[src/rtl/l1_vc_mem_arb_pkg.sv]
// Shared types and helpers for the L1 / victim-cache memory port arbiter.
package l1_vc_mem_arb_pkg;

    typedef enum logic [1:0] {S_IDLE, S_ISSUE, S_WAIT, S_RESP} arb_state_t;
    typedef enum logic {OWN_L1, OWN_VC} arb_owner_t;

    localparam int unsigned LINE_OFFSET_BITS = 4;
    localparam int unsigned MAX_ADDR_WIDTH   = 64;

    // Callers zero-extend their address; equal tags mean the same cache line.
    function automatic logic [MAX_ADDR_WIDTH-1:0] line_tag(input logic [MAX_ADDR_WIDTH-1:0] addr);
        return addr >> LINE_OFFSET_BITS;
    endfunction

endpackage

[src/rtl/l1_vc_mem_arb_watchdog.sv]
// Wait-state watchdog for l1_vc_mem_arbiter: counts S_WAIT cycles and flags expiry.
module l1_vc_mem_arb_watchdog #(
    parameter int unsigned TIMEOUT_CYCLES = 255
) (
    input  logic clk,
    input  logic rst_n,
    input  logic start,
    input  logic active,
    output logic expired
);

    localparam int unsigned CNT_W = ($clog2(TIMEOUT_CYCLES + 1) > 8) ? $clog2(TIMEOUT_CYCLES + 1) : 8;
    localparam logic [CNT_W-1:0] LAST = CNT_W'(TIMEOUT_CYCLES - 1);

    logic [CNT_W-1:0] count;

    always_ff @(posedge clk) begin
        if (!rst_n) begin
            count <= '0;
        end else if (start) begin
            count <= '0;
        end else if (active && count != LAST) begin
            count <= count + CNT_W'(1);
        end
    end

    // Fires on the TIMEOUT_CYCLES-th wait cycle.
    assign expired = active && (count == LAST);

endmodule

[src/rtl/l1_vc_mem_arbiter.sv]
// Single-outstanding arbiter sharing the line-wide memory port between L1 and victim cache.
// Define L1VC_MEM_ARB_TIMEOUT_EN to build the S_WAIT watchdog and sticky arb_err.
module l1_vc_mem_arbiter
    import l1_vc_mem_arb_pkg::*;
#(
    parameter int unsigned ADDR_WIDTH     = 32,
    parameter int unsigned LINE_BYTES     = 16,
    parameter int unsigned TIMEOUT_CYCLES = 255,
    localparam int unsigned LINE_WIDTH    = LINE_BYTES * 8
) (
    input  logic                  clk,
    input  logic                  rst_n,

    input  logic                  l1_req_valid,
    input  logic                  l1_req_rw,
    input  logic [ADDR_WIDTH-1:0] l1_req_addr,
    input  logic [LINE_WIDTH-1:0] l1_req_wdata,
    output logic                  l1_resp_valid,
    output logic [LINE_WIDTH-1:0] l1_resp_rdata,

    input  logic                  vc_req_valid,
    input  logic                  vc_req_rw,
    input  logic [ADDR_WIDTH-1:0] vc_req_addr,
    input  logic [LINE_WIDTH-1:0] vc_req_wdata,
    output logic                  vc_resp_valid,
    output logic [LINE_WIDTH-1:0] vc_resp_rdata,

    output logic                  mem_req_valid,
    output logic                  mem_req_rw,
    output logic [ADDR_WIDTH-1:0] mem_req_addr,
    output logic [LINE_WIDTH-1:0] mem_req_wdata,
    input  logic                  mem_resp_valid,
    input  logic [LINE_WIDTH-1:0] mem_resp_rdata,

    output logic                  arb_err
);

    if (TIMEOUT_CYCLES == 0) begin : g_bad_timeout
        $error("TIMEOUT_CYCLES must be at least 1");
    end

    arb_state_t state;
    arb_owner_t owner;
    arb_owner_t last_owner;
    arb_owner_t grant;
    logic       wd_expired;

    always_comb begin
        grant = OWN_L1;
        if (vc_req_valid && !l1_req_valid) begin
            grant = OWN_VC;
        end else if (vc_req_valid && l1_req_valid) begin
            // Same line: writeback must reach memory before the refill reads it.
            if (line_tag(64'(l1_req_addr)) == line_tag(64'(vc_req_addr))) begin
                grant = OWN_VC;
            end else begin
                grant = (last_owner == OWN_L1) ? OWN_VC : OWN_L1;
            end
        end
    end

`ifdef L1VC_MEM_ARB_TIMEOUT_EN
    logic err_q;

    l1_vc_mem_arb_watchdog #(
        .TIMEOUT_CYCLES(TIMEOUT_CYCLES)
    ) u_watchdog (
        .clk    (clk),
        .rst_n  (rst_n),
        .start  (state == S_ISSUE),
        .active (state == S_WAIT),
        .expired(wd_expired)
    );

    always_ff @(posedge clk) begin
        if (!rst_n) begin
            err_q <= 1'b0;
        end else if (state == S_WAIT && !mem_resp_valid && wd_expired) begin
            err_q <= 1'b1;
        end
    end

    assign arb_err = err_q;
`else
    assign wd_expired = 1'b0;
    assign arb_err    = 1'b0;
`endif

    always_ff @(posedge clk) begin
        if (!rst_n) begin
            state         <= S_IDLE;
            owner         <= OWN_L1;
            last_owner    <= OWN_L1;
            mem_req_valid <= 1'b0;
            mem_req_rw    <= 1'b0;
            mem_req_addr  <= '0;
            mem_req_wdata <= '0;
            l1_resp_valid <= 1'b0;
            l1_resp_rdata <= '0;
            vc_resp_valid <= 1'b0;
            vc_resp_rdata <= '0;
        end else begin
            mem_req_valid <= 1'b0;
            l1_resp_valid <= 1'b0;
            vc_resp_valid <= 1'b0;
            case (state)
                S_IDLE: begin
                    if (l1_req_valid || vc_req_valid) begin
                        owner         <= grant;
                        last_owner    <= grant;
                        mem_req_valid <= 1'b1;
                        state         <= S_ISSUE;
                        if (grant == OWN_VC) begin
                            mem_req_rw    <= vc_req_rw;
                            mem_req_addr  <= vc_req_addr;
                            mem_req_wdata <= vc_req_wdata;
                        end else begin
                            mem_req_rw    <= l1_req_rw;
                            mem_req_addr  <= l1_req_addr;
                            mem_req_wdata <= l1_req_wdata;
                        end
                    end
                end
                S_ISSUE: begin
                    state <= S_WAIT;
                end
                S_WAIT: begin
                    // Response data is staged straight into the owner's output register.
                    if (mem_resp_valid || wd_expired) begin
                        state <= S_RESP;
                        if (owner == OWN_VC) begin
                            vc_resp_valid <= 1'b1;
                            vc_resp_rdata <= (mem_resp_valid && !mem_req_rw) ? mem_resp_rdata : '0;
                        end else begin
                            l1_resp_valid <= 1'b1;
                            l1_resp_rdata <= (mem_resp_valid && !mem_req_rw) ? mem_resp_rdata : '0;
                        end
                    end
                end
                S_RESP: begin
                    state <= S_IDLE;
                end
                default: begin
                    state <= S_IDLE;
                end
            endcase
        end
    end

endmodule

[config.mk]
export PLATFORM = sky130hd
export DESIGN_NAME = l1_vc_mem_arbiter
export DESIGN_NICKNAME = d
export VERILOG_FILES = /design/src/rtl/l1_vc_mem_arb_pkg.sv /design/src/rtl/l1_vc_mem_arb_watchdog.sv /design/src/rtl/l1_vc_mem_arbiter.sv
export SDC_FILE = /design/constraint.sdc
export NUM_CORES = 1
export LEC_CHECK = 0
export CAP_MARGIN = 20
export CORE_AREA = 10 10 334 336
export CTS_CLUSTER_SIZE = 28
export DETAILED_ROUTE_END_ITERATION = 10
export DIE_AREA = 0 0 344 346
export PLACE_DENSITY_LB_ADDON = 0.12
export SLEW_MARGIN = 20
export SYNTH_ARGS = -nofsm -noshare
export SYNTH_HDL_FRONTEND = slang
export SYNTH_SLANG_ARGS = --single-unit
export TNS_END_PERCENT = 1
[constraint.sdc]
create_clock -name clk -period 2.5 [get_ports clk]
set_input_delay 0.5 -clock clk [delete_from_list [all_inputs] [get_ports clk]]
set_output_delay 0.5 -clock clk [all_outputs]
set_load 0.05 [all_outputs]
## Word level (Yosys, flattened, before mapping)

Index checks and enable logic that the tools add are counted.

| storage, ports and cells | value |
|---|---|
| bits in registers | 423 |
| bits of input ports | 455 |
| output and inout port bits | 421 |
| logic and storage cells | 43 |

| operators by class | value |
|---|---|
| equal/unequal tests | 6 |
| mux-type cells | 13 |
| bitwise logic cells | 1 |
| reduce and logical (&&, ||, !) cells | 13 |

Operators with widths:

| operator | count |
|---|---|
| 128-bit 2-to-1 mux | 2 |
| 32-bit 2-to-1 mux | 1 |
| 28-bit equality test | 1 |
| 3-bit AND reduction | 3 |
| 2-bit case mux with 4 select lines | 1 |
| 1-bit 2-to-1 mux | 7 |
| 2-bit AND reduction | 3 |
| 2-bit equality test, second input constant | 2 |
| 2-bit 2-to-1 mux | 2 |
| 2-bit inequality test, second input constant | 2 |
| 1-bit logical AND | 3 |
| 2-bit by 1-bit equality test with 1-bit output, second input constant | 1 |
| 1-bit logical NOT | 2 |
| 2-bit logical NOT | 1 |
| 1-bit logical OR | 1 |
| 1-bit inverter | 1 |

## Depth between registers and ports, before layout

| logic depth | value |
|---|---|
| depth after elaboration | 5 |
| gate-level depth with buffers | 9 |
| mapped depth without buffers | 6 |

## Worst setup path before layout

No wires, ideal clock.

| path | value |
|---|---|
| kind | input port to flip-flop |
| start | input port vc_req_addr[11] |
| end | register mem_req_addr[0] |
| library setup time | 0.132 ns |
| arrival | 1.757 ns |
| required time | 2.368 ns |
| slack | 0.611 ns |
| stages | 9 |
| path buffers | 3 |
| cells stage by stage | xnor2_1 nand4_1 nor4_1 a22oi_1 buf_2 buf_4 buf_6 mux2i_1 a21oi_1 |

| between the ends | value |
|---|---|
| longest elaborated chain between the ends | 5 |

RTL lines:

| item | line | text |
|---|---|---|
| from (decl) | l1_vc_mem_arbiter.sv:23 | `input logic [ADDR_WIDTH-1:0] vc_req_addr,` |
| 28-bit equality test | l1_vc_mem_arbiter.sv:54 | `if (line_tag(64'(l1_req_addr)) == line_tag(64'(vc_req_addr))) begin` |
| 1-bit 2-to-1 mux | l1_vc_mem_arbiter.sv:54 |  |
| 1-bit 2-to-1 mux | l1_vc_mem_arbiter.sv:52 | `end else if (vc_req_valid && l1_req_valid) begin` |
| 1-bit 2-to-1 mux | l1_vc_mem_arbiter.sv:50 | `if (vc_req_valid && !l1_req_valid) begin` |
| 32-bit 2-to-1 mux | l1_vc_mem_arbiter.sv:113 | `if (grant == OWN_VC) begin` |
| to (signal assigned) | l1_vc_mem_arbiter.sv:115 | `mem_req_addr <= vc_req_addr;` |
| to (signal assigned) | l1_vc_mem_arbiter.sv:119 | `mem_req_addr <= l1_req_addr;` |
| to (decl) | l1_vc_mem_arbiter.sv:30 | `output logic [ADDR_WIDTH-1:0] mem_req_addr,` |

No other way between the ends.
A chain may end at the register's enable or synchronous reset.

## Worst setup path after layout

| path | value |
|---|---|
| start | register l1_resp_rdata[83] |
| end | output port l1_resp_rdata[83] |

RTL lines:

| item | line | text |
|---|---|---|
| from (decl) | l1_vc_mem_arbiter.sv:19 | `output logic [LINE_WIDTH-1:0] l1_resp_rdata,` |
| from (signal assigned) | l1_vc_mem_arbiter.sv:136 | `l1_resp_rdata <= (mem_resp_valid && !mem_req_rw) ? mem_resp_rdata : '0;` |

No word-level cell between the ends.

==> qor.txt <==
Post-DP HPWL: 78.2 mm
Synth unique cells: 27
Final setup viols: 0
Hold Fails Final Rpt: 0
Worst EP arrival: 1.93 ns
Crit path to: l1_resp_rdata[83]
CP max stage cell: clkdlybuf4s50_1
Vias in the first global route: 18,184
Synth Flop Type: dfxtp_1
Fraction of layout cells with a size suffix above 1: 0.0662
Number of synthesized flops with an enable pin: 0
Final period util: 0.973
Clk slew on worst S/H paths: 0.06 ns
Global placement routability congestion: 0.849
CP Buf/Inv Count: 1
Hold Path Origin: rst_n
Crit-path max cell delay: 0.96 ns
WL per Instance: 24.0 um
RSZ-0062 raised after global routing: no
Power per cell area: 895 nW/um^2
Post-Synthesis Cell Area: 17,100 um^2
Largest area contributor in the netlist: dfxtp_1
Core region area: 105,000 um^2
Least-Margin Pin Slew: 0.723 ns
CP Cell Sequence: clkdlybuf4s50_1
Initial antenna violation count: 55
Iter 0 DRT Violations: 725
CP Launch Point: l1_resp_rdata[83]
Synth Instances: 1,927
Setup Buffers After CTS: 0
Reg2reg path depth: 6
Total Nets Final: 3,212
Port bufs: 874
First-pass GRT wire length: 139 mm
Worst r2r dst: mem_req_wdata[19]
Die ar.: 119,000 um^2
TritonCTS buffer count: 56
Worst-case clock buffer depth: 3
Htree depth: 2
Max Transition Viols Final: 0
Number of remaining DRC errors: 0
Number of hold buffers added after cts: 0
Post-synth ARST share: 0
Minimum clock period: 2.43 ns
CP Depth: 1
Clock Latency Late Sink: 0.64 ns
WHS: 0.280 ns
Max_slew headroom: 0.517
Routed WL: 101 mm
Crit-path max FO: 2
Flop-to-flop setup slack: 0.33 ns
Post-synthesis sequential area ratio: 0.495
Final Power: 26.5 mW
Total iterations of the first detailed-routing run: 5
IO Pins: 876
Yosys reg bits: 423
Initial Util: 0.163
Clock skew: 0.0204 ns
Peak VDD IR: 0.595 mV
Vert. Die Dim: 346 um
Share of the synthesized area in the top cell type: 0.495
Clock root cell: clkbuf_16
Top cells by count, synth: 423 x dfxtp_1, 259 x nand2_1, 258 x nand3_1, 256 x a21boi_0, 163 x clkbuf_1
Crit path launch type: register
CTS resizes: 4
Syn_nets: 2,385
Area contributors post-synth: dfxtp_1 49%, a21boi_0 11%, mux2i_1 9.5%, nand3_1 7.5%, nand2_1 5.7%
CTS tree: done
Largest delay contributor family on the critical path: buffers and inverters
DRT antenna net count: 0
Status: finished, final reports clean
Avg Inst Size Synth: 8.88 um^2
Area Overhead vs Synth: 73.1%
Syn. warnings: 0
Reg2reg start: last_owner
Crit end category: primary output
Row count: 119
Leak pwr: 10.4 nW
Pin count of the biggest net entering global routing: 112
Via Count: 17,584
Die Wd: 344 um
Hold Crit Class: in2reg
Setup CP Type: reg2out
Achievable Freq: 411 MHz
Final global-route overflow total: 0
CTS Sinks: 423
GRT Util Overall: 0.160
Vias/cell: 4.18
Most common cell in the netlist: dfxtp_1
Max Cap Viol: 0
Required @ worst endpoint: 2.00 ns
-- registers in the layout, summed over array words and instances, names as in the netlist --
signal         cells
last_owner         1
mem_req_addr      32
state              2
l1_resp_valid      1
vc_resp_rdata    128
l1_resp_rdata    128
mem_req_rw         1
mem_req_wdata    128
mem_req_valid      1
vc_resp_valid      1
-- report_power, final --
group	internal (mW)	total, mW	switching [mW]
Clock	4.46	7.76	3.30
Combinational	3.52	10.4	6.88
Sequential	7.78	8.38	0.594
-- through the flow --
stage	cell area [um^2]	util	TNS, ns	setup WS (ns)	instances
after global placement	27900	0.266	-71.31	-0.601	4087
after CTS	29600	0.282	0	0.00200	4185
after floorplan	17100	-	0	0.611	1927
after detailed placement	27900	0.266	-64.40	-0.556	4087
after global routing	29600	0.283	0	0.00633	4201
final	29600	0.283	0	0.0681	4206
-- logic make-up (layout without fill, tap and decap cells) --
group	count (synthesis)	in the layout	share of synthesized area
AND/OR/NAND/NOR	538	538	0.139
XOR/XNOR	28	28	0.0143
flip-flops	423	423	0.495
buffers and inverters	189	1056	0.0460
other	1	22	0.000219
multiplexers	162	162	0.0947
AO/OA/AOI/OAI	583	583	0.208
adder cells (fa/ha/maj)	3	3	0.00219
-- layout make-up --
type | instances | area, um^2
antenna | 21 | 52.6
clock buffer | 85 | 1630
clock inverter | 13 | 104
fill | 11181 | 75200
inverter | 3 | 11.3
multi-input combinational | 1315 | 7910
sequential | 423 | 8470
tap | 1391 | 1740
timing repair buffer | 955 | 9720
-- worst min-delay path by stage --
stage                                    end  slack [ns]  cells after the start
after floorplan                     state[0]        0.46                      2
after global placement    l1_resp_rdata[111]        0.45                      2
after detailed placement   l1_resp_rdata[53]        0.46                      2
after CTS                  mem_req_wdata[78]        0.29                      3
after global routing       l1_resp_rdata[90]        0.29                      2
final                      mem_req_wdata[78]        0.28                      3
-- per-layer routing --
metal	track usage	up-vias	wire, um
met3	0.0802	194	11700
met2	0.273	675	48600
met1	0.168	8253	37400
met5	0	-	277
met4	0.0589	44	2980
li1	-	8418	-
-- layout by cell type, fill, tap and decap left out, drive strengths merged, types with 2 or more instances in the layout --
master	synthesis	layout
xnor2	28	28
dfxtp	423	423
nand2	259	259
o21a	2	2
a21oi	162	162
o21ai	161	161
buf	23	97
clkbuf	163	85
mux2i	162	162
clkinv	0	11
dlygate4sd2	0	4
nor4	2	2
and2	3	3
diode	0	21
inv	3	3
nor2	4	4
clkdlybuf4s50	0	854
a21boi	256	256
nor2b	3	3
clkinvlp	0	2
ha	3	3
nand3	258	258
nand4	6	6
(Power assumes the default switching activity.)
